--- config.mk ---
export PLATFORM = sky130hd
export DESIGN_NAME = seq_det_arbiter
export DESIGN_NICKNAME = d
export VERILOG_FILES = /design/src/rtl/seq_arb_pkg.sv /design/src/rtl/seq_det_step.sv /design/src/rtl/seq_det_arbiter.sv
export SDC_FILE = /design/constraint.sdc
export NUM_CORES = 1
export LEC_CHECK = 0
export BUFFER_PORTS_ARGS = -buffer_cell sky130_fd_sc_hd__buf_4
export CAP_MARGIN = 20
export CORE_ASPECT_RATIO = 0.5
export CORE_MARGIN = 3
export CORE_UTILIZATION = 34
export CTS_CLUSTER_SIZE = 20
export DETAILED_ROUTE_END_ITERATION = 7
export PLACE_DENSITY_LB_ADDON = 0.3
export SETUP_SLACK_MARGIN = 0.2
export SLEW_MARGIN = 20
export SYNTH_ARGS = -nofsm -noshare
export SYNTH_HDL_FRONTEND = slang
export SYNTH_HIERARCHICAL = 1
export SYNTH_SLANG_ARGS = --single-unit
--- constraint.sdc ---
create_clock -name clk -period 2.9 [get_ports clk]
set_input_delay 0.87 -clock clk [delete_from_list [all_inputs] [get_ports clk]]
set_output_delay 0.87 -clock clk [all_outputs]
set_load 0.01 [all_outputs]
--- src/rtl/seq_arb_pkg.sv ---
// Shared types and defaults for the time-multiplexed "1101" detector arbiter.
package seq_arb_pkg;

  typedef enum logic [1:0] {
    S0 = 2'd0,  // idle
    S1 = 2'd1,  // seen "1"
    S2 = 2'd2,  // seen "11"
    S3 = 2'd3   // seen "110"
  } det_state_t;

  localparam int DEF_NCH   = 4;
  localparam int DEF_CNT_W = 16;

endpackage

--- src/rtl/seq_det_step.sv ---
// One step of the "1101" Mealy detector: next context and hit for a single bit.
// Define SEQ_ARB_NONOVERLAP_EN to restart from idle after a hit (non-overlapping).
module seq_det_step
  import seq_arb_pkg::*;
(
  input  det_state_t state_i,
  input  logic       x_i,
  output det_state_t state_o,
  output logic       hit_o
);

  always_comb begin
    state_o = S0;
    hit_o   = 1'b0;
    case (state_i)
      S0: state_o = x_i ? S1 : S0;
      S1: state_o = x_i ? S2 : S0;
      S2: state_o = x_i ? S2 : S3;
      S3: begin
        hit_o = x_i;
`ifdef SEQ_ARB_NONOVERLAP_EN
        state_o = S0;
`else
        // The trailing "1" of a hit doubles as the leading "1" of the next match.
        state_o = x_i ? S1 : S0;
`endif
      end
      default: state_o = S0;
    endcase
  end

endmodule

--- src/rtl/seq_det_arbiter.sv ---
// Round-robin arbiter sharing one "1101" detector step across NCH serial channels.
// Optional build macro: SEQ_ARB_NONOVERLAP_EN (non-overlapping detection).
module seq_det_arbiter
  import seq_arb_pkg::*;
#(
  parameter int NCH   = DEF_NCH,
  parameter int CH_W  = $clog2(NCH),
  parameter int CNT_W = DEF_CNT_W
) (
  input  logic             clk,
  input  logic             rst_n,
  input  logic [NCH-1:0]   req,
  input  logic [NCH-1:0]   bit_in,
  input  logic [NCH-1:0]   clr,
  output logic [NCH-1:0]   gnt,
  output logic             det_valid,
  output logic [CH_W-1:0]  det_ch,
  output logic [CNT_W-1:0] hit_cnt
);

  // Handshake: a source holds req[i] with bit_in[i] until it sees gnt[i]; the bit is
  // consumed on the rising edge where req[i] & gnt[i]. clr[i] withholds the grant
  // for that cycle, so a pending request simply waits.

  det_state_t       ctx_q [NCH];
  det_state_t       ctx_d [NCH];
  logic [CH_W-1:0]  ptr_q, ptr_d;
  logic             det_valid_q, det_valid_d;
  logic [CH_W-1:0]  det_ch_q, det_ch_d;
  logic [CNT_W-1:0] hit_cnt_q, hit_cnt_d;

  logic [NCH-1:0]   eligible;
  logic [NCH-1:0]   gnt_c;
  logic             gnt_any;
  logic [CH_W-1:0]  gnt_idx;
  logic             hi_any, lo_any;
  logic [CH_W-1:0]  hi_idx, lo_idx;

  det_state_t       step_state;
  det_state_t       step_next;
  logic             step_hit;

  assign eligible = req & ~clr;

  // Lowest eligible index at or above ptr wins; otherwise wrap to the lowest overall.
  always_comb begin
    hi_any = 1'b0;
    lo_any = 1'b0;
    hi_idx = '0;
    lo_idx = '0;
    for (int i = NCH - 1; i >= 0; i--) begin
      if (eligible[i]) begin
        lo_any = 1'b1;
        lo_idx = CH_W'(i);
        if (i >= int'(ptr_q)) begin
          hi_any = 1'b1;
          hi_idx = CH_W'(i);
        end
      end
    end
    gnt_any = lo_any;
    gnt_idx = hi_any ? hi_idx : lo_idx;
  end

  assign step_state = ctx_q[gnt_idx];

  seq_det_step u_step (
    .state_i (step_state),
    .x_i     (bit_in[gnt_idx]),
    .state_o (step_next),
    .hit_o   (step_hit)
  );

  // Next-state logic for the context array, pointer and detection registers.
  always_comb begin
    for (int i = 0; i < NCH; i++) begin
      ctx_d[i] = clr[i] ? S0 : ctx_q[i];
    end
    if (gnt_any) begin
      ctx_d[gnt_idx] = step_next;
    end

    ptr_d = ptr_q;
    if (gnt_any) begin
      ptr_d = (gnt_idx == CH_W'(NCH - 1)) ? '0 : gnt_idx + CH_W'(1);
    end

    det_valid_d = gnt_any & step_hit;
    det_ch_d    = det_valid_d ? gnt_idx : det_ch_q;
    hit_cnt_d   = hit_cnt_q + CNT_W'(det_valid_d);
  end

  always_ff @(posedge clk or negedge rst_n) begin
    if (!rst_n) begin
      for (int i = 0; i < NCH; i++) begin
        ctx_q[i] <= S0;
      end
      ptr_q       <= '0;
      det_valid_q <= 1'b0;
      det_ch_q    <= '0;
      hit_cnt_q   <= '0;
    end else begin
      for (int i = 0; i < NCH; i++) begin
        ctx_q[i] <= ctx_d[i];
      end
      ptr_q       <= ptr_d;
      det_valid_q <= det_valid_d;
      det_ch_q    <= det_ch_d;
      hit_cnt_q   <= hit_cnt_d;
    end
  end

  // Output logic; the grant is masked by reset so nothing is consumed while held.
  always_comb begin
    gnt_c = '0;
    if (gnt_any) begin
      gnt_c[gnt_idx] = 1'b1;
    end
    gnt       = rst_n ? gnt_c : '0;
    det_valid = det_valid_q;
    det_ch    = det_ch_q;
    hit_cnt   = hit_cnt_q;
  end

endmodule

==> results.toml, run 1 <==
[worst_setup_path]
crit_cells = 9
r2r_end = "hit_cnt[15]"
path_cells = "buf_6 > nand3b_1 > a311oi_4 > a21oi_4 > buf_4 > buf_6 > ha_1 > and3_1 > buf_4"
critPathKind = "input port to primary output"
startpoint = "clr[0]"
end_kind = "primary output"
worstReg2RegStart = "ptr_q[0]"
critPathMaxStageDelay_ps = 270
critPathLaunchType = "input port"
crit_family = "buffers and inverters"
endpoint = "gnt[2]"
critPathMaxFanout = 6
cp.required_ps = 2030
reg2regPathDepth = 15
critPathBufInv = 4
rrSetupSlack_ps = 60
cp_slowest_cell = "a311oi_4"
arrival_ps = 2280

[finish]
nFillCells = 350
syn_to_final_growth_pct = 65.89
drive_gt1_share_pct = 55.51
fin_nets = 249
antenna_cells = 0
final_common_cell = "buf_4"
layout_common_cells = "58 x buf_4, 29 x dfrtp_1, 18 x nand2_1"
utilization_pct = 62.26
instances_no_fill = 281

[clock_tree]
cts_tree = "built"
clock-sinks = 29
htreeDepth = 2
cts.clk_slew.worst_paths_ps = 70
clkLatencyLatePin_ps = 290
clockBufferDepth = 2
root_buffer = "clkbuf_8"
numCtsBuffers = 5

[place]
port_buffers = 36
dp.cells = 262
place_congestion = 0.8118
dp_slack_ps = -511.9
dp_hpwl_microns = 2813

[logic_synthesis]
yosysTopAreaCell = "dfrtp_1"
synth_top_cell_area_share_pct = 46.66
ys_warn_count = 6
synth_area_leaders = "dfrtp_1 47%, ha_1 7.2%, mux2i_1 5.8%"
syn_area_sq_um = 1555
syn_area_per_cell_sq_um = 10.44
syn_inst = 149
synth.distinct_cells = 31
ys_ff_latch = 29
synth_seq_area_share_pct = 46.66
syn-num-nets = 172

[timing]
setup_viol_count_final = 15
rsz0062_at_grt = "true"
slew_headroom_pct = 54.68
hold_viol_final = 0
final.min_clock_period_ps = 3145
layout_setup_ws_ps = -245.1
final.setup.tns_ps = -1854
fin_crit_sh_pct = 108.5
tightest_slew_ps = 679.1
skew_ps = 6.479
timing.fmax_mhz = 318.0
slew_viol_final = 0

[floorplan]
die_h_microns = 53.83
start_util_pct = 37.53
row_count = 16
io_pins = 37
dieWidth_microns = 101.6
die_area_sq_um = 5471
core-area_sq_um = 4144

[power]
ir_worst_vdd_mv = 0.1741
report.power.total_w = 0.001190
p_per_area_nw_per_um2 = 461.3
p_leak_nw = 1.267

[detailed_routing]
drt_iter0_drc = 23
wl_met1_microns = 1681
via_count = 1381
top_layer_used = "met4"
wl_per_cell_microns = 14.49
avgViaCountPerCell = 4.915
drc = 0
met2_length_microns = 2129
ant_nets = 0
wl_microns = 4072
met3_length_microns = 198
firstDrtPassIters = 4

[grt]
grt_max_degree = 24
gr-total-overflow = 0
grt_pass1_wl_microns = 6741
grt_pass1_vias = 1446
antenna_found_initial = 0
track_usage_pct = 16.34

[outcome]
violations = "setup timing"
outcome = "finished with violations"

[run]
max_cap_viol_count = 0

[worst_hold_path]
hp-class = "input port to async pin"
==> sequential cells by signal, summed over array words and instances, names as in the netlist <==
signal,flops
hit_cnt,16
ptr_q,2
det_ch,2
ctx_q,8
det_valid,1
==> synthesized netlist by cell type <==
| cell type | number |
|---|---|
| dfrtp_1 | 29 |
| nand2_1 | 22 |
| nand3_1 | 14 |
| xnor2_1 | 10 |
| ha_1 | 9 |
| mux2i_1 | 9 |
| nand3b_1 | 9 |
| and3_1 | 6 |
| inv_1 | 6 |
| nor2_1 | 5 |
| o21ai_1 | 5 |
| xor2_1 | 4 |
| nand2b_1 | 2 |
| nand4_1 | 2 |
| a21oi_1 | 1 |
| a21oi_4 | 1 |
| a311oi_2 | 1 |
| and2_1 | 1 |
| and4_1 | 1 |
| buf_2 | 1 |
| clkbuf_1 | 1 |
| inv_2 | 1 |
| mux2_2 | 1 |
| mux2_4 | 1 |
| nand2b_2 | 1 |
| nor2b_1 | 1 |
| nor2b_2 | 1 |
| nor3b_2 | 1 |
| o2111ai_1 | 1 |
| o211ai_2 | 1 |
| o21a_1 | 1 |
==> cell type report <==
cell class / count / area, sq um / share of cell area (%)
inverters: 7 / 33.78 / 1.309
flip-flops and latches: 29 / 725.7 / 28.13
clock inverters: 3 / 17.52 / 0.6790
repair buffers: 72 / 601.8 / 23.33
well taps: 54 / 67.56 / 2.619
multi-input cells: 111 / 1065 / 41.27
clock buffers: 5 / 68.82 / 2.667
==> cells by family (layout without fill, tap and decap cells) <==
kind of cell               after synthesis  after routing  share of synthesized area, %
xor gates and xnor gates                14             14                         7.884
adders and majority gates                9              9                         7.241
buffers and inverters                    9             87                         2.252
AOI/OAI and AO/OA                       11             11                         5.792
and+or+nand+nor                         66             66                         22.69
muxes                                   11             11                         7.482
DFF                                     29             29                         46.66
==> report_power, final <==
part	internal [W]	total (W)	leakage [nW]	switching (W)
Sequential	0.000439	0.000471	0.398	0.0000326
Combinational	0.000199	0.000384	0.826	0.000185
Clock	0.000165	0.000335	0.0439	0.000170
==> repair_timing <==
item	4_1_cts	5_1_grt
gates cloned	0	0
endpoints found under the setup margin	18	27
resized for setup	33	21
pin swaps	19	17
hold buffers	0	0
hold endpoints to repair	0	0
buffers inserted	8	3
==> worst min-delay path by stage <==
stage	from	to	slack, ps	cells past startpoint
2_1_floorplan	ctx_q[4]	ctx_q[4]	470	2
3_3_place_gp	hit_cnt[15]	hit_cnt[15]	460	1
3_5_place_dp	hit_cnt[15]	hit_cnt[15]	460	1
4_1_cts	rst_n	ptr_q[1]	390	1
5_1_grt	rst_n	ptr_q[1]	390	1
6_report	rst_n	ptr_q[1]	400	1
==> per-stage QoR <==
stage / hold slack [ps] / instance area, sq um
5_1_grt: 388.8 / 2580
6_report: 397.1 / 2580
3_3_place_gp: 456.4 / 2161
3_5_place_dp: 459.2 / 2161
2_1_floorplan: 474.6 / 1644
4_1_cts: 389.9 / 2466
==> layer usage <==
layer  GRT usage (%)  vias up
met2           29.44       40
met5               0        -
li1                -      665
met1           18.89      668
met3           4.010        8
met4           7.285        0
Note: power is estimated with default switching activity, not from simulation.
==> run 2: changes to the inputs <==
--- a/config.mk
+++ b/config.mk
@@ -12,8 +12,9 @@
 export CORE_UTILIZATION = 34
 export CTS_CLUSTER_SIZE = 20
 export DETAILED_ROUTE_END_ITERATION = 7
-export PLACE_DENSITY_LB_ADDON = 0.3
+export PLACE_DENSITY = 0.62
 export SETUP_SLACK_MARGIN = 0.2
+export SKIP_LAST_GASP = 1
 export SLEW_MARGIN = 20
 export SYNTH_ARGS = -nofsm -noshare
 export SYNTH_HDL_FRONTEND = slang
==> results.toml, run 2 (synthesized netlist as in run 1, its figures left out) <==
[outcome]
outcome = "finished with violations"
violations = "setup timing"

[clock_tree]
clock-sinks = 29
root_buffer = "clkbuf_8"
clockBufferDepth = 2
cts.clk_slew.worst_paths_ps = 60
clkLatencyLatePin_ps = 280
hold_buffers = 0
numCtsBuffers = 5
htreeDepth = 2
cts_tree = "built"

[timing]
layout_setup_ws_ps = -234.5
fin_crit_sh_pct = 108.1
setup_viol_count_final = 18
tightest_slew_ps = 300.2
slew_headroom_pct = 79.97
skew_ps = 6.823
final.min_clock_period_ps = 3135
timing.fmax_mhz = 319.0
rsz0062_at_grt = "true"
hold_viol_final = 0
slew_viol_final = 0

[worst_setup_path]
cp.required_ps = 3110
end_kind = "flip-flop"
critPathMaxStageDelay_ps = 320
critPathMaxFanout = 5
arrival_ps = 3340
crit_top_cell = "buf_6"
cp_slowest_cell = "a311oi_4"
critPathKind = "input port to flip-flop"
startpoint = "clr[1]"
worstReg2RegStart = "ptr_q[1]"
path_cells = "buf_6 > nand2b_4 > a311oi_4 > a21oi_4 > buf_12 > buf_6 > buf_6 > mux2i_1 > mux2i_1 > and2_4 > nand2_4 > inv_4 > ha_4 > ha_4 > nand2_4 > nor2_4 > buf_4 > buf_6 > xor2_1"
critPathLaunchType = "input port"

[finish]
layout_common_cells = "62 x buf_4, 29 x dfrtp_1, 17 x nand2_1"
fin_nets = 258
nFillCells = 321
drive_gt1_share_pct = 54.66
instances_no_fill = 290
syn_to_final_growth_pct = 68.46
largest_reg_flops = 16
antenna_cells = 0
utilization_pct = 63.22
final_common_cell = "buf_4"

[place]
dp_hpwl_microns = 2573
port_buffers = 36
dp.cells = 259
place_congestion = 0.7491

[grt]
grt_pass1_vias = 1330
gr-total-overflow = 0
antenna_found_initial = 0
track_usage_pct = 14.42
grt_max_degree = 24
grt_pass1_wl_microns = 5899

[detailed_routing]
firstDrtPassIters = 4
wl_microns = 3686
avgViaCountPerCell = 4.697
ant_nets = 0
drt_iter0_drc = 16
via_count = 1362
wl_per_cell_microns = 12.71
drc = 0

[power]
switchingPower_w = 0.0003611
combPwrFrac_pct = 33.6
ir_worst_vdd_mv = 0.1723
p_per_area_nw_per_um2 = 454.7
pwr-share-seq_pct = 39.6
p_int_w = 0.0008303
p_sw_share_pct = 30.31
p_leak_nw = 1.312
report.power.total_w = 0.001191
p_clk_share_pct = 26.8

[floorplan]
io_pins = 37
dieWidth_microns = 101.6
die_h_microns = 53.83
row_count = 16
core-area_sq_um = 4144
die_area_sq_um = 5471
start_util_pct = 37.53

[worst_hold_path]
hp-class = "input port to async pin"

[run]
max_cap_viol_count = 0
## run 2: worst max-delay path: cells and delay by family
family | cells | cell delay [ps]
adders and majority gates | 2 | 290
buffers and inverters | 7 | 720
muxes | 2 | 340
xor gates and xnor gates | 1 | 130
AOI/OAI and AO/OA | 2 | 390
and+or+nand+nor | 5 | 590
## run 2: cell type report
type	count	area, sq um	share of cell area (%)
multi-input combinational	111	1003	38.30
inverter	7	36.28	1.385
clock inverter	2	10.01	0.3820
tap	54	67.56	2.579
clock buffer	6	72.57	2.770
timing repair buffer	81	704.4	26.89
sequential	29	725.7	27.70
## run 2: power groups by stage
stage               Combinational [W]  Clock (W)  Sequential [W]
floorplan                    0.000163          0        0.000470
CTS                          0.000355   0.000333        0.000467
finish                       0.000400   0.000319        0.000472
global route                 0.000437   0.000352        0.000475
global placement             0.000286          0        0.000474
detailed placement           0.000293          0        0.000473
## run 2: path summary, 6_finish.rpt
| check | cells after the start | slack (ps) | endpoint |
|---|---|---|---|
| worst max-delay path | 19 | -230 | hit_cnt[6] |
| worst max register to register | 18 | 100 | hit_cnt[6] |
| max in group asynchronous | 2 | 2000 | det_ch[1] |
| worst min-delay path | 1 | 400 | ptr_q[0] |
| min in group clk | 1 | 480 | hit_cnt[9] |
| worst min register to register | 1 | 480 | hit_cnt[9] |
## run 2: through the flow
step                      worst slack (ps)  cell area [sq um]  setup TNS (ps)  hold WS [ps]
after global placement              -433.3               2151           -5210         456.9
final                               -234.5               2620           -2753         403.3
after global routing                -354.4               2620           -4738         393.3
after floorplan                     -245.9               1644           -1508         474.6
after detailed placement            -530.7               2151           -6579         461.9
after CTS                           -153.7               2457           -1426         393.2
## run 2: routing by layer
layer | up-vias | GRT usage [%] | share of wire, %
li1 | 686 | - | -
met1 | 647 | 16.39 | 45
met2 | 25 | 25.65 | 50
met3 | 4 | 5.433 | 4.1
met4 | 0 | 4.636 | 1.1
met5 | - | 0 | 0
## run 2: repair_timing
action | in CTS | in global routing
cloned | 0 | 0
gates resized for setup | 32 | 18
setup buffers | 12 | 11
endpoints found under the setup margin | 18 | 28
pin swaps | 10 | 8
